## src/rtl/spi_master_if.sv

```systemverilog
// Command-port and serial-line bundle between the SPI master and its user/slave side.
// The master modport is the SPI master itself; the slave modport is its environment.
interface spi_master_if;
    logic       start;
    logic [1:0] cmd;
    logic [7:0] wr_data;
    logic       MISO;
    logic       SS_n;
    logic       MOSI;
    logic       busy;
    logic       done;
    logic [7:0] rd_data;
    logic       rd_valid;

    modport master (
        input  start, cmd, wr_data, MISO,
        output SS_n, MOSI, busy, done, rd_data, rd_valid
    );

    modport slave (
        output start, cmd, wr_data, MISO,
        input  SS_n, MOSI, busy, done, rd_data, rd_valid
    );
endinterface

```

## src/rtl/spi_master.sv

```systemverilog
// SPI master: shifts {cmd, wr_data} out on MOSI framed by SS_n; read-data frames
// (cmd=11) wait RD_WAIT cycles and then shift a byte in from MISO.
module spi_master #(
    parameter int unsigned RD_WAIT  = 1,
    parameter int unsigned IDLE_GAP = 1
) (
    input  logic         clk,
    input  logic         rst_n,
    spi_master_if.master bus
);
    localparam int unsigned WORD_W = 10;
    localparam int unsigned BYTE_W = 8;
    localparam int unsigned CNT_W  = 4;

    typedef enum logic [2:0] {
        S_IDLE,
        S_SEL,
        S_SHIFT,
        S_WAIT,
        S_READ,
        S_END
    } state_t;

    state_t              state_q, state_d;
    logic [CNT_W-1:0]    cnt_q, cnt_d;
    logic [CNT_W-1:0]    gap_q, gap_d;
    logic [WORD_W-1:0]   word_q, word_d;
    logic [BYTE_W-1:0]   sr_q, sr_d;
    logic [BYTE_W-1:0]   rd_data_q, rd_data_d;
    logic                ss_n_q, ss_n_d;
    logic                mosi_q, mosi_d;
    logic                busy_q, busy_d;
    logic                done_q, done_d;
    logic                rd_valid_q, rd_valid_d;
    logic                is_read;

    assign is_read = (word_q[WORD_W-1 -: 2] == 2'b11);

    // State and datapath registers
    always_ff @(posedge clk or negedge rst_n) begin
        if (!rst_n) begin
            state_q    <= S_IDLE;
            cnt_q      <= '0;
            gap_q      <= '0;
            word_q     <= '0;
            sr_q       <= '0;
            rd_data_q  <= '0;
            ss_n_q     <= 1'b1;
            mosi_q     <= 1'b0;
            busy_q     <= 1'b0;
            done_q     <= 1'b0;
            rd_valid_q <= 1'b0;
        end else begin
            state_q    <= state_d;
            cnt_q      <= cnt_d;
            gap_q      <= gap_d;
            word_q     <= word_d;
            sr_q       <= sr_d;
            rd_data_q  <= rd_data_d;
            ss_n_q     <= ss_n_d;
            mosi_q     <= mosi_d;
            busy_q     <= busy_d;
            done_q     <= done_d;
            rd_valid_q <= rd_valid_d;
        end
    end

    // Next state; output values decoded from the current state and registered
    always_comb begin
        state_d    = state_q;
        cnt_d      = cnt_q;
        gap_d      = gap_q;
        word_d     = word_q;
        sr_d       = sr_q;
        rd_data_d  = rd_data_q;
        ss_n_d     = 1'b1;
        mosi_d     = 1'b0;
        busy_d     = (state_q != S_IDLE);
        done_d     = 1'b0;
        rd_valid_d = 1'b0;

        case (state_q)
            S_IDLE: begin
                if (gap_q != '0) begin
                    gap_d = gap_q - CNT_W'(1);
                end else if (bus.start) begin
                    word_d  = {bus.cmd, bus.wr_data};
                    busy_d  = 1'b1;
                    state_d = S_SEL;
                end
            end
            S_SEL: begin
                ss_n_d  = 1'b0;
                mosi_d  = word_q[WORD_W-1];
                cnt_d   = CNT_W'(WORD_W - 1);
                state_d = S_SHIFT;
            end
            S_SHIFT: begin
                ss_n_d = 1'b0;
                mosi_d = word_q[cnt_q];
                if (cnt_q == '0) begin
                    if (is_read) begin
                        cnt_d   = CNT_W'(RD_WAIT - 1);
                        state_d = S_WAIT;
                    end else begin
                        state_d = S_END;
                    end
                end else begin
                    cnt_d = cnt_q - CNT_W'(1);
                end
            end
            S_WAIT: begin
                ss_n_d = 1'b0;
                if (cnt_q == '0) begin
                    cnt_d   = CNT_W'(BYTE_W - 1);
                    state_d = S_READ;
                end else begin
                    cnt_d = cnt_q - CNT_W'(1);
                end
            end
            S_READ: begin
                ss_n_d = 1'b0;
                sr_d   = {sr_q[BYTE_W-2:0], bus.MISO};
                if (cnt_q == '0) begin
                    state_d = S_END;
                end else begin
                    cnt_d = cnt_q - CNT_W'(1);
                end
            end
            S_END: begin
                done_d     = 1'b1;
                rd_valid_d = is_read;
                if (is_read) begin
                    rd_data_d = sr_q;
                end
                gap_d   = CNT_W'(IDLE_GAP);
                state_d = S_IDLE;
            end
            default: begin
                state_d = S_IDLE;
            end
        endcase
    end

    assign bus.SS_n     = ss_n_q;
    assign bus.MOSI     = mosi_q;
    assign bus.busy     = busy_q;
    assign bus.done     = done_q;
    assign bus.rd_data  = rd_data_q;
    assign bus.rd_valid = rd_valid_q;
endmodule

```

## src/flat_wrapper.sv

```systemverilog
// flat-port wrapper written by rule: the top's interface ports become plain ports
module spi_master_flat 
#(
    parameter int unsigned RD_WAIT  = 1,
    parameter int unsigned IDLE_GAP = 1
)
  (clk, rst_n, bus_start, bus_cmd, bus_wr_data, bus_MISO, bus_SS_n, bus_MOSI, bus_busy, bus_done, bus_rd_data, bus_rd_valid);
  spi_master_if bus_i ();
  input  logic clk;
  input  logic rst_n;
  input wire logic [$bits(bus_i.start)-1:0] bus_start;
  input wire logic [$bits(bus_i.cmd)-1:0] bus_cmd;
  input wire logic [$bits(bus_i.wr_data)-1:0] bus_wr_data;
  input wire logic [$bits(bus_i.MISO)-1:0] bus_MISO;
  output wire logic [$bits(bus_i.SS_n)-1:0] bus_SS_n;
  output wire logic [$bits(bus_i.MOSI)-1:0] bus_MOSI;
  output wire logic [$bits(bus_i.busy)-1:0] bus_busy;
  output wire logic [$bits(bus_i.done)-1:0] bus_done;
  output wire logic [$bits(bus_i.rd_data)-1:0] bus_rd_data;
  output wire logic [$bits(bus_i.rd_valid)-1:0] bus_rd_valid;
  assign bus_i.start = bus_start;
  assign bus_i.cmd = bus_cmd;
  assign bus_i.wr_data = bus_wr_data;
  assign bus_i.MISO = bus_MISO;
  assign bus_SS_n = bus_i.SS_n;
  assign bus_MOSI = bus_i.MOSI;
  assign bus_busy = bus_i.busy;
  assign bus_done = bus_i.done;
  assign bus_rd_data = bus_i.rd_data;
  assign bus_rd_valid = bus_i.rd_valid;
  spi_master #(.RD_WAIT(RD_WAIT), .IDLE_GAP(IDLE_GAP)) u_core (.clk(clk), .rst_n(rst_n), .bus(bus_i));
endmodule
```

## config.mk

```make
export PLATFORM = sky130hd
export DESIGN_NAME = spi_master_flat
export DESIGN_NICKNAME = d
export VERILOG_FILES = /design/src/rtl/spi_master_if.sv /design/src/rtl/spi_master.sv /design/src/flat_wrapper.sv
export SDC_FILE = /design/constraint.sdc
export NUM_CORES = 1
export LEC_CHECK = 0
export BUFFER_PORTS_ARGS = -buffer_cell sky130_fd_sc_hd__buf_2
export CORE_MARGIN = 5
export CORE_UTILIZATION = 55
export CTS_CLUSTER_SIZE = 24
export DETAILED_ROUTE_END_ITERATION = 8
export MAX_ROUTING_LAYER = met4
export PLACE_DENSITY = 0.77
export SYNTH_ARGS = -nofsm -noshare
export SYNTH_HDL_FRONTEND = slang
export SYNTH_SLANG_ARGS = --single-unit
```

## constraint.sdc

```tcl
create_clock -name clk -period 2.1 [get_ports clk]
set_input_delay 0.42 -clock clk [delete_from_list [all_inputs] [get_ports clk]]
set_output_delay 0.42 -clock clk [all_outputs]
set_load 0.03 [all_outputs]
```

Word level (Yosys, flattened, before mapping)
Cells that the tools add are included.
Storage, ports and cells
  register bits: 42
  logic and storage cells: 64
Operators by class
  $add $sub $neg: 2
  order comparisons: 1
  eq/ne operators: 14
  muxes and demuxes: 23
  bitwise logic cells: 1
  reduce and logical (&&, ||, !) cells: 12
Operators by type and width (number)
  $mux W4: 5
  $mux W3: 6
  $pmux W4 S4: 1
  $pmux W3 S5: 1
  $ne A2 B1 Y1 const B: 4
  $pmux W4 S2: 1
  $reduce_bool A4 Y1: 2
  $sub A4 B1 Y4 const B: 2
  $mux W1: 7
  $eq A3 B2 Y1 const B: 2
  $eq A3 B3 Y1 const B: 2
  $ne A2 B2 Y1 const B: 3
  $reduce_and A3 Y1: 2
  $lt A4 B5 Y1 const B: 1
  $reduce_and A5 Y1: 1
  $bmux W1 S4: 1
  $logic_not A4 Y1: 1
  $reduce_and A2 Y1: 2
  $reduce_or A4 Y1: 1
  $eq A3 B1 Y1 const B: 1
  $logic_not A3 Y1: 1
  $ne A3 B2 Y1 const B: 1
  $reduce_bool A3 Y1: 1
  $eq A2 B2 Y1 const B: 1
  3 further kinds: 3

Longest topological paths before layout
Gate-level depths: netlist (run 1).
  word-level depth: 4
  mapped depth: 7

Worst setup path after synthesis (run 1)
OpenSTA, ideal clock, no wires.
  path type: register -> register
  from: reg u_core.cnt_q[0]
  to: reg u_core.cnt_q[1]
  setup time: 0.125 ns
  data arrival time: 1.749 ns
  path slack: 0.226 ns
  stages on the path, launching flop included: 8
  path buffers: 1
  clock period less this slack: 1.874 ns
  cell sequence: dfrtp_1 -> buf_2 -> inv_1 -> ha_1 -> nor3b_4 -> a311o_1 -> o21ai_0 -> mux2_2
On the way
  word-level cells in the longest chain between the ends: 3
Ends and longest elaborated chain
  start, declared: line spi_master.sv:25  | logic [CNT_W-1:0] cnt_q, cnt_d;
  start signal, assigned: line spi_master.sv:55  | cnt_q <= cnt_d;
  $sub A4 B1 Y4 or $logic_not A4 Y1 (tied branches)
  $mux W4 (tied with other cells): line spi_master.sv:124  | if (cnt_q == '0) begin
  $pmux W4 S4 or $reduce_and A3 Y1 (tied branches)
Several ways; a longest one is shown, not always the timed one. The select of a mux whose other input is x is not followed.
A chain may end at the register's enable or synchronous reset.

Worst setup path in the final report (run 1)
  from: reg u_core.cnt_q[1]
  to: reg u_core.cnt_q[1]
The elaborated chain is that of the path after synthesis.

==> results of run 1 <==
==> worst min-delay path by stage <==
stage / endpoint / cells after the start / startpoint
finish: u_core.sr_q[0]$_DFFE_PN0P_ / 2 / rst_n
floorplan: u_core.bus.MOSI$_DFF_PN0_ / 0 / rst_n
CTS: u_core.word_q[1]$_DFFE_PN0P_ / 2 / rst_n
detailed placement: u_core.word_q[7]$_DFFE_PN0P_ / 1 / u_core.word_q[7]$_DFFE_PN0P_
global route: u_core.word_q[5]$_DFFE_PN0P_ / 2 / rst_n
global placement: u_core.word_q[6]$_DFFE_PN0P_ / 1 / u_core.word_q[6]$_DFFE_PN0P_
==> final cells by class <==
| type | count | share of cell area (%) |
|---|---|---|
| tap | 46 | 2.578 |
| clock inverter | 2 | 0.7287 |
| sequential | 42 | 47.14 |
| multi-input combinational | 102 | 37.39 |
| timing repair buffer | 33 | 8.184 |
| clock buffer | 6 | 2.298 |
| inverter | 10 | 1.682 |
==> registers in the layout, indices dropped and copies added (netlist names) <==
name and count:
u_core.bus.MOSI 1, u_core.bus.SS_n 1, u_core.bus.busy 1, u_core.bus.done 1
u_core.bus.rd_data 8, u_core.bus.rd_valid 1, u_core.cnt_q 4, u_core.gap_q 4
u_core.sr_q 8, u_core.state_q 3, u_core.word_q 10
==> logic make-up (layout without fill, tap and decap cells) <==
logic type,Yosys count,after routing,share of synthesized area (%)
fa+ha+maj,3,3,1.771
flops,42,42,53.19
simple gates,33,33,9.742
buf+inv,18,51,4.616
mux,32,32,19.48
xor+xnor,2,2,0.8857
compound gates,32,32,10.31
==> layout by cell type, fill, tap and decap left out, types with 2 or more instances in the layout <==
| master | synthesis | routed |
|---|---|---|
| nand3_1 | 4 | 4 |
| o31ai_1 | 2 | 2 |
| buf_4 | 1 | 7 |
| buf_2 | 3 | 26 |
| o211ai_1 | 2 | 2 |
| ha_1 | 2 | 2 |
| nor2_1 | 7 | 7 |
| mux2_2 | 28 | 28 |
| inv_1 | 9 | 9 |
| clkbuf_4 | 0 | 5 |
| mux4_2 | 2 | 2 |
| o21ai_0 | 11 | 11 |
| a32oi_1 | 2 | 2 |
| nand2_1 | 6 | 6 |
| dfrtp_1 | 41 | 41 |
| a21oi_1 | 5 | 5 |
| nor3_1 | 3 | 3 |
| o22ai_1 | 4 | 4 |
| nand2b_1 | 2 | 2 |
==> power by group through the flow <==
stage	registers (mW)	logic (mW)	clock network [mW]
2_1_floorplan	1.27	0.989	0
3_3_place_gp	1.28	1.20	0
3_5_place_dp	1.30	1.25	0
4_1_cts	1.28	1.25	0.457
5_1_grt	1.32	1.40	0.493
6_report	1.28	1.26	0.443
==> metal layers <==
metal  track usage (%)  up-vias  share of wire (%)
met1             21.82      712                 42
li1                  -      650                  -
met4             6.383        0               0.94
met2             27.39       53                 51
met5                 -        -                  0
met3             4.878        4                6.3
==> through the flow <==
stage                     std cells  hold slack, ps  utilization, %  power [mW]  instance area (µm²)
after detailed placement        233           488.4           63.37       2.546                 2165
after CTS                       241           119.1           65.35       2.988                 2232
after floorplan                 162           124.4               -       2.258                 1978
final                           241           112.9           65.35       2.986                 2232
after global placement          233           485.2           63.37       2.482                 2165
after global routing            241           147.3           65.35       3.215                 2232
==> metrics.cfg, run 1 <==
[floorplan]
die_x_um=69.97
die_y_um=69.97
core_um2=3416
die_area_um2=4896
num_rows=21
ios=27
start_util_pct=57.91

[timing]
max_freq_mhz=539.9
setup_viol=0
slew_violations=0
worst_slew_pin_slew_ps=523.5
fin_crit_ps=1852
grt_setup_unrepaired=no
skew_ps=11.75
worst_slack_ps=247.7
period_share_pct=88.21
finalSetupTns_ps=0
hold_violations=0
timing.slew.headroom_pct=65.10

[detailed_routing]
vias=1419
post-route-drc-count=0
viasPerCell=5.888
post_drt_wl_per_cell_um=15.49
drtIter0Drc=125
drt_first_pass_iters=4
routed_wl_mm=3.732
ant_nets=0

[clock_network]
hold_buffers=0
cts_root_buf=clkbuf_4
clk_pin_slew_ps=130
ctsResizeCount=0
post_cts_buffers=0
cts.path.max_buffers=2
cts_made_buffers=5
cts_tree=done
clock_sinks=42
h-tree-depth=2
clk_latency_ps=350

[synthesis]
synth-async-reset-ratio_pct=100.0
syn-mean-instance-area_um2=12.21
synth_cells=162
yosysSeqAreaShare_pct=53.19
yosys_warnings=0
synthesis.area_um2=1978
yosysTopAreaCell=dfrtp_1
synth_top_area_share_pct=51.87
ys_ff_latch=42
ys_types=45
synth_common_cells=dfrtp_1, mux2_2, o21ai_0
synth_area_leaders=dfrtp_1, mux2_2, o21ai_0
postSynthNetCount=178
synth_edf_count=0
synthFlopType=dfrtp_1
yosysMostFrequentCell=dfrtp_1

[pwr]
switchingPower_mw=1.123
clkPwrFrac_pct=14.8
p_sw_share_pct=37.63
p_int_mw=1.862
seq_power_share_pct=43.0
powerDensity_nw_per_um2=1338
power.leakage_nw=1.077
vdd_ir_drop_max_v=0.0007296
p_comb_share_pct=42.1

[setup_path]
crit_path_max_fanout=7
cp.depth=6
start_kind=register
crit_family=compound AO/OA/AOI/OAI gates
r2r_slack_ps=250
r2r_end=u_core.cnt_q[1]$_DFFE_PN0P_
r2r-start=u_core.cnt_q[1]$_DFFE_PN0P_
worstSetupStartpoint=u_core.cnt_q[1]$_DFFE_PN0P_
path_buf_inv=1
critPathCapture=u_core.cnt_q[1]$_DFFE_PN0P_
cp_data_arrival_time_ps=2100
crit_type=reg2reg
path_cells=inv_1 > ha_1 > nor3b_4 > a311o_1 > o21ai_0 > mux2_2
slowest_stage=dfrtp_1
crit_path_end_kind=register
slowest_delay_ps=430
required_ps=2350
r2r_cells=6

[global_routing]
grt_pass1_wl_mm=6.686
grt_max_degree=43
grt.overflow.total=0
antenna_found_initial=0
grt_usage_pct=17.50
grt_pass1_vias=1414

[layout]
antenna_cells=0
multiInputGateArea_um2=834.6
fill_cells=267
layout-drive-gt1-share_pct=40.00
area_delta_synth_final_pct=12.84
seq_area_um2=1052
layout.nets=210

[place]
gp_congestion=0.9917
dp_slack_ps=284.9
io_buffer_count=26
hpwl_mm=2.647

[job]
max_cap_violations=0

[min_path]
min_path_type=in2async

[run_status]
status=finished, final reports clean

Power figures use the tool's default switching activity.
==> run 2, diff against run 1 <==
- clock period: 2.1 -> 1.8 ns (I/O delays scaled with it)
==> metrics.cfg, run 2 (synthesis results as in run 1) <==
[setup_path]
r2r_slack_ps=50  ; -190 ps
r2r_cells=6  ; unchanged
r2r-start=u_core.cnt_q[0]$_DFFE_PN0P_
r2r_end=u_core.cnt_q[1]$_DFFE_PN0P_
slowest_delay_ps=410  ; -20 ps
start_kind=register
crit_path_max_fanout=5  ; -2
crit_path_end_kind=register
crit_family=multiplexers
crit_type=reg2reg
path_cells=inv_1 > ha_4 > or3b_4 > mux2_4 > o22ai_1 > mux2_2
cp_data_arrival_time_ps=2040  ; -60 ps
required_ps=2090  ; -260 ps
path_buf_inv=1  ; unchanged
slowest_stage=dfrtp_1

[global_routing]
grt_max_degree=43  ; unchanged
grt_pass1_vias=1474  ; +4.2%
grt_usage_pct=17.91  ; +0.41 points
grt.overflow.total=0  ; unchanged
antenna_found_initial=0  ; unchanged
grt_pass1_wl_mm=6.851  ; +2.5%

[layout]
largest-register=u_core.word_q
antenna_cells=0  ; unchanged
final_cell_mix=dfrtp_1, mux2_2, buf_2
layout-drive-gt1-share_pct=43.07  ; +3.1 points
largest_reg_flops=10  ; unchanged
design_area_um2=2360  ; +5.7%
mostFrequentLayoutCell=dfrtp_1
layout.nets=217  ; +3.3%
area_delta_synth_final_pct=19.29

[timing]
fin_crit_ps=1747  ; -105.6 ps
hold_slack_ps=58.84  ; -54.07 ps
period_share_pct=97.04  ; +8.8 points
finalSetupTns_ps=0  ; unchanged
grt_setup_unrepaired=no
max_freq_mhz=572.5  ; +6.0%
timing.slew.headroom_pct=66.00  ; +0.89 points
slew_violations=0  ; unchanged
worst_slew_pin_slew_ps=510.1  ; -13.39 ps
skew_ps=14.10  ; +2.347 ps
hold_violations=0  ; unchanged
setup_viol=0  ; unchanged
worst_slack_ps=53.30  ; -194.4 ps

[clock_network]
cts_made_buffers=5  ; unchanged
cts_tree=done
h-tree-depth=2  ; unchanged
clk_latency_ps=340  ; about the same
clk_pin_slew_ps=130  ; about the same
hold_buffers=0  ; unchanged
clock_sinks=42  ; unchanged
cts.path.max_buffers=2  ; unchanged
cts_root_buf=clkbuf_4

[place]
gp_congestion=0.9380  ; -5.4%
io_buffer_count=26  ; unchanged
hpwl_mm=2.882  ; +8.9%
post_dp_cell_area_um2=2232  ; +3.1%
dp_slack_ps=34.84  ; -250.1 ps

[pwr]
powerDensity_nw_per_um2=1640  ; +23%
p_sw_share_pct=34.56  ; -3.1 points
p_total_mw=3.870  ; +30%
p_comb_share_pct=40.7  ; -1.4 points
seq_power_share_pct=39.5  ; -3.5 points
vdd_ir_drop_max_v=0.0008707  ; +19%
power.leakage_nw=1.140  ; +5.8%
clkPwrFrac_pct=19.7  ; +4.9 points
p_int_mw=2.533  ; +36%
switchingPower_mw=1.338  ; +19%

[floorplan]
ios=27  ; unchanged
start_util_pct=57.91  ; unchanged
die_x_um=69.97  ; unchanged
num_rows=21  ; unchanged
die_y_um=69.97  ; unchanged
core_um2=3416  ; unchanged
die_area_um2=4896  ; unchanged

[detailed_routing]
viasPerCell=5.758  ; -2.2%
post_drt_wl_per_cell_um=15.96  ; +3.1%
routed_wl_mm=3.959  ; +6.1%
drt_first_pass_iters=4  ; unchanged
ant_nets=0  ; unchanged
post-route-drc-count=0  ; unchanged
vias=1428  ; +0.63%
drtIter0Drc=137  ; +9.6%

[run_status]
status=finished, final reports clean

[job]
max_cap_violations=0  ; unchanged

[min_path]
min_path_type=in2async

[run 2: area by class of cell]
| cell class | count | area (µm²) |
|---|---|---|
| fillers | 248 | 1056 |
| flip-flops and latches | 42 | 1052 |
| multi-input cells | 102 | 853.3 |
| repair buffers | 40 | 247.7 |
| clock inverters | 2 | 60.06 |
| well taps | 46 | 57.56 |
| clock buffers | 6 | 51.30 |
| inverters | 10 | 37.54 |
[run 2: timing repair]
action,4_1_cts,5_1_grt
pin swaps,0,2
endpoints found under the hold margin,0,0
cloned,0,0
endpoints found under the setup margin,9,2
gates resized for setup,1,1
setup buffers,0,0
[run 2: how the worst max path moves through the flow]
stage | startpoint | to | cells after the start
global placement | u_core.cnt_q[1]$_DFFE_PN0P_ | u_core.cnt_q[1]$_DFFE_PN0P_ | 6
detailed placement | u_core.gap_q[0]$_DFFE_PN0P_ | u_core.word_q[3]$_DFFE_PN0P_ | 5
global route | u_core.state_q[0]$_DFFE_PN0P_ | u_core.gap_q[1]$_DFFE_PN0P_ | 5
floorplan | u_core.cnt_q[0]$_DFFE_PN0P_ | u_core.cnt_q[1]$_DFFE_PN0P_ | 7
CTS | u_core.cnt_q[1]$_DFFE_PN0P_ | u_core.cnt_q[1]$_DFFE_PN0P_ | 6
finish | u_core.cnt_q[0]$_DFFE_PN0P_ | u_core.cnt_q[1]$_DFFE_PN0P_ | 6
[run 2: layer usage]
layer	part of all wire, %	track usage (%)	wire (µm)
met3	7.4	4.878	291
met4	1.9	6.383	74
met1	39	20.78	1551
met5	0	-	0
met2	52	29.91	2041
[run 2: power by group through the flow]
stage / Combinational, mW / Sequential (mW) / Clock [mW]
after floorplan: 1.17 / 1.48 / 0
after global placement: 1.49 / 1.52 / 0
after detailed placement: 1.53 / 1.54 / 0
after CTS: 1.55 / 1.52 / 0.780
after global routing: 1.73 / 1.58 / 0.831
final: 1.58 / 1.53 / 0.764
[run 2: through the flow]
step	utilization (%)	instances
detailed placement	65.35	240
global route	69.08	248
global placement	65.35	240
finish	69.08	248
CTS	68.79	248
floorplan	-	162
